[src/rtl/uart_rx_frame.sv]
// Multi-word UART receiver: deserialises WORD_COUNT words from rx_i into one wide frame,
// reporting parity, framing and inter-word timeout errors as single-cycle pulses.
module uart_rx_frame #(
  parameter int         CLK_RATE     = 10_000_000,
  parameter int         BAUD_RATE    = 115200,
  parameter int         WORD_LEN     = 8,
  parameter int         WORD_COUNT   = 16,
  parameter logic [7:0] PARITY       = "L",
  parameter int         STOP         = 1,
  parameter int         IDLE_TIMEOUT = 20
) (
  input  logic                           ref_clk_buf,
  input  logic                           rst,
  input  logic                           rx_i,
  output logic [WORD_COUNT*WORD_LEN-1:0] rx_data_o,
  output logic                           rx_valid_o,
  output logic                           rx_busy_o,
  output logic                           parity_err_o,
  output logic                           frame_err_o,
  output logic                           timeout_o
);

  localparam int DIV      = CLK_RATE / BAUD_RATE;
  localparam int TW       = $clog2(DIV);
  localparam int IDLE_CYC = IDLE_TIMEOUT * DIV;
  localparam int IW       = $clog2(IDLE_CYC + 1);
  localparam int CW       = $clog2(WORD_COUNT + 1);
  localparam int FW       = WORD_COUNT * WORD_LEN;

  localparam logic [TW-1:0] HALF_T    = TW'(DIV / 2);
  localparam logic [TW-1:0] LAST_T    = TW'(DIV - 1);
  localparam logic [IW-1:0] IDLE_LAST = IW'(IDLE_CYC - 1);
  localparam logic [CW-1:0] WC_LAST   = CW'(WORD_COUNT - 1);
  localparam logic [3:0]    WL_LAST   = 4'(WORD_LEN - 1);
  localparam logic [3:0]    ST_LAST   = 4'(STOP - 1);
  localparam bit            HAS_PAR   = (PARITY != "N");

  if (DIV < 4) begin : g_div_chk
    $error("uart_rx_frame: CLK_RATE/BAUD_RATE must be at least 4");
  end

  typedef enum logic [2:0] {
    S_IDLE    = 3'd0,
    S_START   = 3'd1,
    S_DATA    = 3'd2,
    S_PAR     = 3'd3,
    S_STOP    = 3'd4,
    S_RECOVER = 3'd5
  } state_t;

  state_t                state_q, state_d;
  logic [1:0]            sync_q;
  logic                  rxs_prev_q;
  logic [TW-1:0]         timer_q, timer_d;
  logic [3:0]            bit_cnt_q, bit_cnt_d;
  logic [WORD_LEN-1:0]   shift_q, shift_d;
  logic [CW-1:0]         word_cnt_q, word_cnt_d;
  logic [IW-1:0]         idle_q, idle_d;
  logic [FW-1:0]         staging_q, staging_d;
  logic [FW-1:0]         data_q, data_d;
  logic                  busy_q, busy_d;
  logic                  valid_q, valid_d;
  logic                  perr_q, perr_d;
  logic                  ferr_q, ferr_d;
  logic                  tmo_q, tmo_d;
  logic                  rxs_s, fall_s, tick_mid_s, tick_bit_s, exp_par_s;

  assign rxs_s      = sync_q[1];
  assign fall_s     = rxs_prev_q & ~rxs_s;
  assign tick_mid_s = (timer_q == HALF_T);
  assign tick_bit_s = (timer_q == LAST_T);

  assign rx_data_o    = data_q;
  assign rx_valid_o   = valid_q;
  assign rx_busy_o    = busy_q;
  assign parity_err_o = perr_q;
  assign frame_err_o  = ferr_q;
  assign timeout_o    = tmo_q;

  always_comb begin
    case (PARITY)
      "E":     exp_par_s = ^shift_q;
      "O":     exp_par_s = ~(^shift_q);
      "H":     exp_par_s = 1'b1;
      default: exp_par_s = 1'b0;
    endcase
  end

  always_ff @(posedge ref_clk_buf or posedge rst) begin
    if (rst) begin
      state_q <= S_IDLE;
    end else begin
      state_q <= state_d;
    end
  end

  always_comb begin
    state_d = state_q;
    case (state_q)
      S_IDLE:    state_d = fall_s ? S_START : S_IDLE;
      S_START:   if (tick_mid_s) state_d = rxs_s ? S_IDLE : S_DATA;
                 else state_d = S_START;
      S_DATA:    if (tick_bit_s && (bit_cnt_q == WL_LAST)) state_d = HAS_PAR ? S_PAR : S_STOP;
                 else state_d = S_DATA;
      S_PAR:     if (tick_bit_s) state_d = (rxs_s != exp_par_s) ? S_RECOVER : S_STOP;
                 else state_d = S_PAR;
      // a stop bit is left at its mid point so the next start edge is never missed
      S_STOP:    if (tick_bit_s && !rxs_s) state_d = S_RECOVER;
                 else if (tick_bit_s && (bit_cnt_q == ST_LAST)) state_d = S_IDLE;
                 else state_d = S_STOP;
      S_RECOVER: state_d = (rxs_s && tick_bit_s) ? S_IDLE : S_RECOVER;
      default:   state_d = S_IDLE;
    endcase
  end

  always_comb begin
    timer_d    = timer_q;
    bit_cnt_d  = bit_cnt_q;
    shift_d    = shift_q;
    word_cnt_d = word_cnt_q;
    idle_d     = idle_q;
    staging_d  = staging_q;
    data_d     = data_q;
    busy_d     = busy_q;
    valid_d    = 1'b0;
    perr_d     = 1'b0;
    ferr_d     = 1'b0;
    tmo_d      = 1'b0;
    case (state_q)
      S_IDLE: begin
        timer_d   = '0;
        bit_cnt_d = '0;
        if (fall_s) begin
          idle_d = idle_q;
        end else if (word_cnt_q == '0) begin
          idle_d = '0;
        end else if (idle_q == IDLE_LAST) begin
          tmo_d      = 1'b1;
          word_cnt_d = '0;
          busy_d     = 1'b0;
          idle_d     = '0;
        end else begin
          idle_d = idle_q + IW'(1);
        end
      end
      S_START: begin
        if (tick_mid_s) begin
          timer_d = '0;
          if (!rxs_s) begin
            busy_d = 1'b1;
            idle_d = '0;
          end else begin
            busy_d = busy_q;
          end
        end else begin
          timer_d = timer_q + TW'(1);
        end
      end
      S_DATA: begin
        if (tick_bit_s) begin
          timer_d   = '0;
          shift_d   = {rxs_s, shift_q[WORD_LEN-1:1]};
          bit_cnt_d = (bit_cnt_q == WL_LAST) ? 4'd0 : bit_cnt_q + 4'd1;
        end else begin
          timer_d = timer_q + TW'(1);
        end
      end
      S_PAR: begin
        if (tick_bit_s) begin
          timer_d = '0;
          if (rxs_s != exp_par_s) begin
            perr_d     = 1'b1;
            word_cnt_d = '0;
            busy_d     = 1'b0;
          end else begin
            busy_d = busy_q;
          end
        end else begin
          timer_d = timer_q + TW'(1);
        end
      end
      S_STOP: begin
        if (tick_bit_s) begin
          timer_d   = '0;
          bit_cnt_d = bit_cnt_q + 4'd1;
          if (!rxs_s) begin
            ferr_d     = 1'b1;
            word_cnt_d = '0;
            busy_d     = 1'b0;
          end else if (bit_cnt_q == ST_LAST) begin
            for (int i = 0; i < WORD_COUNT; i++) begin
              if (word_cnt_q == CW'(i)) staging_d[i*WORD_LEN +: WORD_LEN] = shift_q;
              else staging_d[i*WORD_LEN +: WORD_LEN] = staging_q[i*WORD_LEN +: WORD_LEN];
            end
            if (word_cnt_q == WC_LAST) begin
              data_d     = staging_d;
              valid_d    = 1'b1;
              word_cnt_d = '0;
              busy_d     = 1'b0;
            end else begin
              word_cnt_d = word_cnt_q + CW'(1);
            end
          end else begin
            busy_d = busy_q;
          end
        end else begin
          timer_d = timer_q + TW'(1);
        end
      end
      // the line must stay high for a whole bit before a new start edge is trusted
      S_RECOVER: begin
        bit_cnt_d = '0;
        if (!rxs_s || tick_bit_s) timer_d = '0;
        else timer_d = timer_q + TW'(1);
      end
      default: begin
        timer_d = '0;
      end
    endcase
  end

  always_ff @(posedge ref_clk_buf or posedge rst) begin
    if (rst) begin
      sync_q     <= 2'b11;
      rxs_prev_q <= 1'b1;
      timer_q    <= '0;
      bit_cnt_q  <= '0;
      shift_q    <= '0;
      word_cnt_q <= '0;
      idle_q     <= '0;
      staging_q  <= '0;
      data_q     <= '0;
      busy_q     <= 1'b0;
      valid_q    <= 1'b0;
      perr_q     <= 1'b0;
      ferr_q     <= 1'b0;
      tmo_q      <= 1'b0;
    end else begin
      sync_q     <= {sync_q[0], rx_i};
      rxs_prev_q <= rxs_s;
      timer_q    <= timer_d;
      bit_cnt_q  <= bit_cnt_d;
      shift_q    <= shift_d;
      word_cnt_q <= word_cnt_d;
      idle_q     <= idle_d;
      staging_q  <= staging_d;
      data_q     <= data_d;
      busy_q     <= busy_d;
      valid_q    <= valid_d;
      perr_q     <= perr_d;
      ferr_q     <= ferr_d;
      tmo_q      <= tmo_d;
    end
  end

endmodule

[config.mk]
export PLATFORM = sky130hd
export DESIGN_NAME = uart_rx_frame
export DESIGN_NICKNAME = d
export VERILOG_FILES = /design/src/rtl/uart_rx_frame.sv
export SDC_FILE = /design/constraint.sdc
export NUM_CORES = 1
export LEC_CHECK = 0
export ABC_AREA = 1
export CORE_MARGIN = 3
export CORE_UTILIZATION = 35
export DETAILED_ROUTE_END_ITERATION = 10
export GPL_TIMING_DRIVEN = 1
export HOLD_SLACK_MARGIN = 0.1
export PLACE_DENSITY = 0.56
export SKIP_LAST_GASP = 1
export SYNTH_ARGS = -nofsm -noshare
export SYNTH_HDL_FRONTEND = slang
export SYNTH_SLANG_ARGS = --single-unit
[constraint.sdc]
create_clock -name ref_clk_buf -period 9.41 [get_ports ref_clk_buf]
set_input_delay 1.882 -clock ref_clk_buf [delete_from_list [all_inputs] [get_ports ref_clk_buf]]
set_output_delay 1.882 -clock ref_clk_buf [all_outputs]
set_load 0.005 [all_outputs]
Word-level counts from Yosys, hierarchy flattened:

Index checks and enable logic that the tools add are counted.

* bits in registers: 302
* input bits: 3
* output and inout bits: 133

* add/subtract/negate cells: 4
* equality and inequality tests: 35
* mux-type cells: 77
* bitwise gates (word level): 2
* reductions and logical operators: 22

Operator list (number)
* 8-bit two-way mux: 16
* 11-bit two-way mux: 5
* 5-bit two-way mux: 9
* 5-bit by 4-bit == test with 1-bit output, second input constant: 8
* 1-bit two-way mux: 29
* 11-bit case mux with 2 select lines: 1
* 7-bit two-way mux: 3
* 7-bit case mux with 3 select lines: 1
* 5-bit by 3-bit == test with 1-bit output, second input constant: 4
* 2-bit != test, second input constant: 9
* 3-bit case mux with 6 select lines: 1
* 5-bit case mux with 3 select lines: 1
* 3-bit two-way mux: 4
* 4-bit two-way mux: 3
* 4-bit case mux with 3 select lines: 1
* 11-bit by 1-bit adder with 11-bit output, second input constant: 1
* 11-bit == test, second input constant: 1
* 11-bit AND reduction: 1
* 5-bit by 2-bit == test with 1-bit output, second input constant: 2
* 4-bit AND reduction: 2
* 8-bit AND reduction: 1
* 7-bit by 1-bit adder with 7-bit output, second input constant: 1
* 7-bit by 6-bit == test with 1-bit output, second input constant: 1
* 7-bit == test, second input constant: 1
* 26 further kinds: 34

Longest topological paths before layout:

* depth in word-level cells: 6
* gate-level depth with buffers: 14
* depth with buffers taken out: 12

Worst setup path before layout:

OpenSTA, ideal clock, no wires.

* path kind: register to output
* start point: reg busy_q, in the netlist rx_busy_o
* end point: out rx_busy_o
* arrival time: 0.361 ns
* slack: 7.167 ns
* stages on the path, launching flop included: 1
* cell sequence: dfrtp_1

RTL lines
* start: declaration: line 61 `logic busy_q, busy_d;`
* start signal: assignment: line 248 `busy_q <= busy_d;`
* end: declaration: line 17 `output logic rx_busy_o,`

No word-level cell between the ends.

==> metrics.txt <==
Worst setup EP type asynchronous set/reset pin; Worst Setup Slack, final 5.87 ns; CTS clk-pin slew, worst paths 0.06 ns; post-cts resize count 0; mean routed wirelength per cell 15.7 um; Worst Setup SP rst; Setup Viol. Count Final 0; largest net degree at the start of global routing 157; Synth area leader dfrtp_1; Synth Cell Area 0.0126 mm^2; Slew Limit Fails 0; RSZ-0062 raised after global routing no; Tot Pwr 2.76 mW; n_diodes 0; All-Layer GR Usage 16.5%; final net count between 1500 and 2000; Crit Path Category input pin to asynchronous set/reset pin; top cells by area, synth dfrtp_1, nand2_1, o21ai_0, nor2_1, a21oi_1; initial antenna violation count 0; Pre-antenna DRT Iters 6; Main synth FF type dfrtp_1; WP data required 9.90 ns; Tcrit/Tclk final 37.7%; Sum Neg Setup Slack 0 ns; worst slew pin tran approximately 1.1 ns; Clock Latency Late Sink around 0.51 ns; Initial Util 36.0%; commonest non-fill, non-tap cells in the layout nand2_1, dfrtp_1, o21ai_0, nor2_1, clkdlybuf4s50_1; via count between 9000 and 10000; number of global-route vias before repair 9475; H-Tree Depth 2; total wire length 31900 um; startpoint types input pin; Top Layer Used met4; Fin. Hold Viols 0; area delta synth->final 21.6%; Post-synth EDFFs 0; HP Class register to register; # clock sinks approximately 290; YS warnings 0; grt ovf 0; share of cells above drive strength 1 5.19%; routed length on met2 14400 um; Post-Syn Instances 1463; Hold Crit Start sync_q[0]; outcome finished clean; crit path DAT 4.03 ns; max-cap viol count 0; Synth async-reset ratio 100%; P_leak 6.60 nW; post-synthesis register bit count just under 300; DRC Markers 0; drt via density roughly 4.9; Core ar. between 0.03 and 0.04 mm^2; Synth Net Count 1475; most common cell after layout, fill and taps aside nand2_1; Max Buffers Root-to-Sink 3; syn avg cell area 8.62 um^2; Placed Area 0.0142 mm^2; die area 0.0384 mm^2; row count slightly below 70; pre-CTS setup slack 5.21 ns; Detail Route Antenna Nets 0; global-route wire length before repair 51800 um; normalized max-slew margin ~30%; worst vdd ir 0.0980 mV; postcts setup bufs 0; Root Driver clkbuf_16; Worst Skew 0.0254 ns; WL met1 15100 um; Die Width 196 um; Final Instance Area 0.0153 mm^2; I/O Pins 136; met3 wire length 1770 um; share of the synthesized area in the top cell type approximately 58%; hpwl dp 20100 um; cts bufs inserted 34; GP Congestion 0.849; cts hold-fix bufs 0; Yosys cell types 33; Die Height 196 um; crit path max fanout 74; initial drt markers 782; Crit Reg-Reg Startpoint state_q[0]; FMAX around 280 MHz; Final min period 3.54 ns; Seq/Total Area, Yosys 58.4%; CTS tree built; PortBufs approximately 140; PwrDens 180 mW/mm^2
==> metal layers <==
layer | global-route usage [%] | vias to the layer above
met5 | 0 | -
met4 | 3.96 | 0
met3 | 2.90 | 41
met2 | 26.4 | 237
met1 | 23.6 | 4706
li1 | - | 4960
==> worst max-delay path, stage by stage <==
cell,delay (ns)
clkdlybuf4s50_1,0.45
clkinvlp_4,0.08
buf_4,0.64
buf_4,0.86
==> sequential cells by signal (all words and copies together), names as in the netlist <==
register and flops:
rx_valid_o 1, idle_q 11, timer_q 7, rx_data_o 128, timeout_o 1, frame_err_o 1, bit_cnt_q 4, staging_q 120
sync_q 2, rx_busy_o 1, state_q 3, word_cnt_q 5, parity_err_o 1, rxs_prev_q 1, shift_q 8
==> path summary, 6_finish.rpt <==
path	to	slack, ns	cells after the start
setup / recovery	rx_data_o[67]	5.87	4
min in group asynchronous	rx_data_o[95]	2.00	3
setup reg to reg	staging_q[10]	6.30	7
hold reg to reg	sync_q[1]	0.36	0
max in group ref_clk_buf	rx_data_o[116]	6.07	1
hold / removal	sync_q[1]	0.36	0
==> stage by stage <==
step / cells / hold slack, ns / util [%]
floorplan: 1463 / 0.345 / -
global placement: 1977 / 0.363 / 40.5
detailed placement: 1977 / 0.358 / 40.5
CTS: 2035 / 0.369 / 43.8
global route: 2035 / 0.369 / 43.8
finish: 2035 / 0.365 / 43.8
==> cell families (layout without fill, tap and decap cells) <==
family	count (synthesis)	count (layout)	share of synthesized area, %
adder cells (fa/ha/maj)	9	9	0.893
AND/OR/NAND/NOR	616	616	19.4
XOR/XNOR	7	7	0.486
flip-flops	294	294	58.4
buffers and inverters	148	265	5.17
AO/OA/AOI/OAI	389	389	15.7
==> power by group <==
part           internal, mW  total (mW)  switching [mW]
Sequential             1.28        1.31          0.0219
Combinational        0.0368       0.125          0.0885
Clock                 0.817        1.33           0.514
Total                  2.14        2.76           0.625
==> synth_stat cells (all sizes together), types with 3 or more instances <==
cell	count
dfrtp	291
nor4	3
xor2	6
clkbuf	49
a21oi	118
nand3	32
nand2	396
o21ai	268
nor3	6
nand4	8
dfstp	3
nand3b	5
buf	33
inv	66
nor2	164
ha	9
==> area by class of cell <==
class | instances | area, um^2
fill | 3499 | 19700
multi-input combinational | 1021 | 4620
tap | 455 | 569
clock buffer | 47 | 991
sequential | 294 | 7360
inverter | 66 | 251
timing repair buffer | 141 | 1410
clock inverter | 11 | 139
(Power assumes the default switching activity.)
